## src/rtl/b_to_g.sv

```systemverilog
// Binary to reflected-Gray converter: combinational result plus a registered,
// valid-qualified copy with a bit-change monitor against the last valid sample.
module b_to_g #(
  parameter int WIDTH = 4
) (
  input  logic [WIDTH-1:0]           bin,
  output logic [WIDTH-1:0]           gray,
  input  logic                       clk,
  input  logic                       rst,
  input  logic                       in_valid,
  output logic [WIDTH-1:0]           gray_q,
  output logic                       out_valid,
  output logic [$clog2(WIDTH+1)-1:0] diff_bits,
  output logic                       single_step
);

  localparam int CNT_W = $clog2(WIDTH+1);

  function automatic logic [CNT_W-1:0] popcount(input logic [WIDTH-1:0] v);
    logic [CNT_W-1:0] cnt;
    cnt = '0;
    for (int i = 0; i < WIDTH; i++) begin
      cnt = cnt + CNT_W'(v[i]);
    end
    return cnt;
  endfunction

  logic             have_prev;
  logic [CNT_W-1:0] diff_p0;

  // Stage p0: conversion and distance from the retained baseline
  assign gray    = bin ^ (bin >> 1);
  assign diff_p0 = popcount(gray ^ gray_q);

  // Stage p1: registered result; idle cycles keep gray_q as the baseline
  always_ff @(posedge clk) begin
    if (rst) begin
      gray_q      <= '0;
      out_valid   <= 1'b0;
      diff_bits   <= '0;
      single_step <= 1'b0;
      have_prev   <= 1'b0;
    end else if (in_valid) begin
      gray_q      <= gray;
      out_valid   <= 1'b1;
      diff_bits   <= have_prev ? diff_p0 : '0;
      single_step <= have_prev && (diff_p0 == CNT_W'(1));
      have_prev   <= 1'b1;
    end else begin
      out_valid   <= 1'b0;
      diff_bits   <= '0;
      single_step <= 1'b0;
    end
  end

endmodule

```

## config.mk

```make
export PLATFORM = sky130hd
export DESIGN_NAME = b_to_g
export DESIGN_NICKNAME = d
export VERILOG_FILES = /design/src/rtl/b_to_g.sv
export SDC_FILE = /design/constraint.sdc
export NUM_CORES = 1
export LEC_CHECK = 0
export CORE_AREA = 2 2 39 41
export CTS_CLUSTER_SIZE = 16
export DETAILED_ROUTE_END_ITERATION = 16
export DIE_AREA = 0 0 41 43
export DONT_BUFFER_PORTS = 1
export GPL_ROUTABILITY_DRIVEN = 0
export GPL_TIMING_DRIVEN = 0
export SLEW_MARGIN = 20
export SYNTH_ARGS = -nofsm -noshare
export SYNTH_HDL_FRONTEND = slang
export SYNTH_SLANG_ARGS = --single-unit
```

## constraint.sdc

```tcl
create_clock -name clk -period 2.2 [get_ports clk]
set_input_delay 0.22 -clock clk [delete_from_list [all_inputs] [get_ports clk]]
set_output_delay 0.22 -clock clk [all_outputs]
set_load 0.05 [all_outputs]
```

==> results.toml <==
[final_layout]
post_route_cells_drive_above_1_share_pct = 23.9
antenna-diode-count = 0
finalInstanceArea_um2 = 505
design.final.nets = 58
final_cell_mix = "sky130_fd_sc_hd__nor2_1, sky130_fd_sc_hd__dfxtp_1, sky130_fd_sc_hd__xnor2_1"
layoutNonFillerInstCount = 62
filler_cells = 146
area.growth.synth_to_final_pct = 12.5

[critical_path]
critPathArrivalTime_ns = 2.13
max_fo_critical_path = 3
worstSetupEndpointType = "flip-flop"
cp.required_ns = 2.35
critPathKind = "reg -> reg"
cp-start-kind = "flip-flop"

[sta]
finalMaxSlewViolations = 0
worst_clock_skew_ns = 0.00251
final.setup.tns_ns = 0
setup_violations = 0
final.period_utilization_pct = 89.8
tightest_slew_ns = 0.567
timing.final.hold_violations = 0
timing.slew.headroom_pct = 62.2
max_freq_mhz = 506
fin_worst_hold_slack_ns = 0.0211
layout_min_cycle_time_ns = 1.98
rsz_0062_raised_after_global_routing = "false"

[clock_tree]
post_cts_buffers = 0
cts.path.max_buffers = 2
insertion_delay_to_the_later_sink_of_the_worst_skew_pair_ns = 0.26
clkSinkCount = 10
cts_buffers = 3
cts_max_level = 1
clk_root_buffer_cell = "sky130_fd_sc_hd__clkbuf_4"
clkTransAtPathRegs_ns = 0.06
cts_tree = "built"

[synth]
synth_xor_area_share_pct = 15.3
yosys-mux-area-fraction_pct = 2.23
netlist_instances = 42
ys_ff_latch = 10
netlist-cell-type-count = 16
synth.yosys.seq_area_share_pct = 44.6
postSynthAreaPerCell_um2 = 10.7
synth_adder_area_share_pct = 10.0
synth_top_family_by_area = "XOR/XNOR gates"
syn-num-nets = 52
summed_instance_area_of_the_synthesized_netlist_um2 = 449
synthesis.yosys.warnings = 0
simple_gate_area_share_of_the_yosys_netlist_pct = 14.8
synth_compound_area_share_pct = 7.24

[global_routing]
globalRouteOverflowTotal = 0
via_count_of_the_first_global_routing_pass = 259
grt_pass1_wl_um = 1080
groute.usage.overall_pct = 9.71
pin_count_of_the_biggest_net_entering_global_routing = 11
grt_antenna_before_repair = 0

[floorplanning]
ios = 20
fp.dieArea_um2 = 1760
fp.dieH_um = 43
dieWidth_um = 41
core_region_area_um2 = 1380
placement_rows = 14
initial_core_util_pct = 32.5

[power]
comb_power_share_pct = 23.0
power-per-cell-area_nw_per_um2 = 919
power.clock.fraction_pct = 25.8
fraction_of_power_spent_switching_nets_pct = 35.5
cellLeakagePower_nw = 0.222
ir_worst_vdd_mv = 0.407
total_switching_power_w = 0.000165
internal_power_w = 0.000299
totalPowerFinal_w = 0.000464
seq_power_share_pct = 51.3

[detailed_routing]
routed_wire_length_per_instance_um = 10.6
route.vias.total = 284
drc = 0
drt_wl_total_um = 659
drt_iter0_drc = 5
detail_route.vias_per_cell = 4.58
drt.antenna.violating_nets = 0
firstDrtPassIters = 3

[placed_design]
numPortBuffers = 0
dpl.hpwl_um = 492
dpl.cell_count = 58
place_area_um2 = 469

[status]
result_of_the_run = "finished clean"

[min_path]
hold_path_class = "in -> reg"

[run]
max-cap-violations = 0
[power groups by stage]
| stage | Clock, W | Sequential (W) | Combinational (W) |
|---|---|---|---|
| global placement | 0 | 0.000241 | 0.000104 |
| floorplan | 0 | 0.000240 | 0.0000924 |
| finish | 0.000120 | 0.000238 | 0.000107 |
| detailed placement | 0 | 0.000241 | 0.000104 |
| global route | 0.000136 | 0.000240 | 0.000124 |
| CTS | 0.000126 | 0.000237 | 0.000106 |
[per-stage QoR]
step,setup WS (ns),utilization [%]
after floorplan,0.110,-
after global placement,0.0458,33.9
after detailed placement,0.0377,33.9
after CTS,0.0263,35.5
after global routing,0.131,36.5
final,0.225,36.5
[layout make-up]
cell class / instances / area (um2) / share of cell area [%]
inverters: 3 / 11.3 / 2.23
multi-input cells: 27 / 223 / 44.1
well taps: 16 / 20.0 / 3.96
clock buffers: 3 / 22.5 / 4.46
flip-flops and latches: 10 / 204 / 40.3
repair buffers: 1 / 10.0 / 1.98
plain buffers: 2 / 15.0 / 2.97
[synth_stat cells]
master	count	area [um2]
sky130_fd_sc_hd__nor2_1	7	26.3
sky130_fd_sc_hd__a211oi_2	2	25.0
sky130_fd_sc_hd__nor2b_1	1	6.26
sky130_fd_sc_hd__xor2_1	1	8.76
sky130_fd_sc_hd__xnor2_2	1	16.3
sky130_fd_sc_hd__ha_1	2	25.0
sky130_fd_sc_hd__and3b_1	1	8.76
sky130_fd_sc_hd__fa_1	1	20.0
sky130_fd_sc_hd__dfxtp_1	10	200
sky130_fd_sc_hd__a211oi_1	1	7.51
sky130_fd_sc_hd__xnor2_1	5	43.8
sky130_fd_sc_hd__inv_1	3	11.3
sky130_fd_sc_hd__and2_1	3	18.8
sky130_fd_sc_hd__buf_4	2	15.0
sky130_fd_sc_hd__and3_1	1	6.26
sky130_fd_sc_hd__mux2i_1	1	10.0
[layer usage]
| layer | global-route usage (%) | vias to the layer above | part of all wire, % |
|---|---|---|---|
| met5 | 0 | - | 0 |
| met4 | 4.00 | 0 | 1.5 |
| li1 | - | 144 | - |
| met2 | 10.9 | 18 | 40 |
| met1 | 11.5 | 120 | 44 |
| met3 | 10.5 | 2 | 14 |
[logic make-up (layout without fill, tap and decap cells)]
| group | after synthesis | after routing |
|---|---|---|
| adder cells (fa/ha/maj) | 3 | 3 |
| buffers and inverters | 5 | 9 |
| XOR/XNOR | 7 | 7 |
| AO/OA/AOI/OAI | 3 | 3 |
| multiplexers | 1 | 1 |
| AND/OR/NAND/NOR | 13 | 13 |
| flip-flops | 10 | 10 |
[sequential cells by signal, summed over array words and instances, names as in the netlist]
signal and cells:
single_step 1, diff_bits 3, out_valid 1, gray_q 4, have_prev 1
[repair_timing]
| item | 4_1_cts | 5_1_grt |
|---|---|---|
| gates resized for setup | 0 | 3 |
| endpoints found under the hold margin | 0 | 4 |
| setup endpoints to repair | 0 | 1 |
| hold buffers | 0 | 1 |
[worst paths after layout]
check	slack, ns	cells after the start	start	endpoint
max	0.22	6	gray_q[3]$_SDFFE_PP0P_	single_step$_SDFF_PP0_
max reg2reg	0.22	6	gray_q[3]$_SDFFE_PP0P_	single_step$_SDFF_PP0_
min	0.02	1	rst	out_valid$_SDFF_PP0_
min reg2reg	0.46	2	have_prev$_SDFFE_PP0P_	have_prev$_SDFFE_PP0P_
[worst max-delay path, stage by stage (launching register included)]
cell and delay (ns):
sky130_fd_sc_hd__dfxtp_2 0.51, sky130_fd_sc_hd__xor2_1 0.22, sky130_fd_sc_hd__fa_1 0.44, sky130_fd_sc_hd__ha_1 0.21, sky130_fd_sc_hd__ha_1 0.28, sky130_fd_sc_hd__nor2_1 0.04
sky130_fd_sc_hd__and3_1 0.16
No activity file was read; power rests on OpenSTA's default activity.
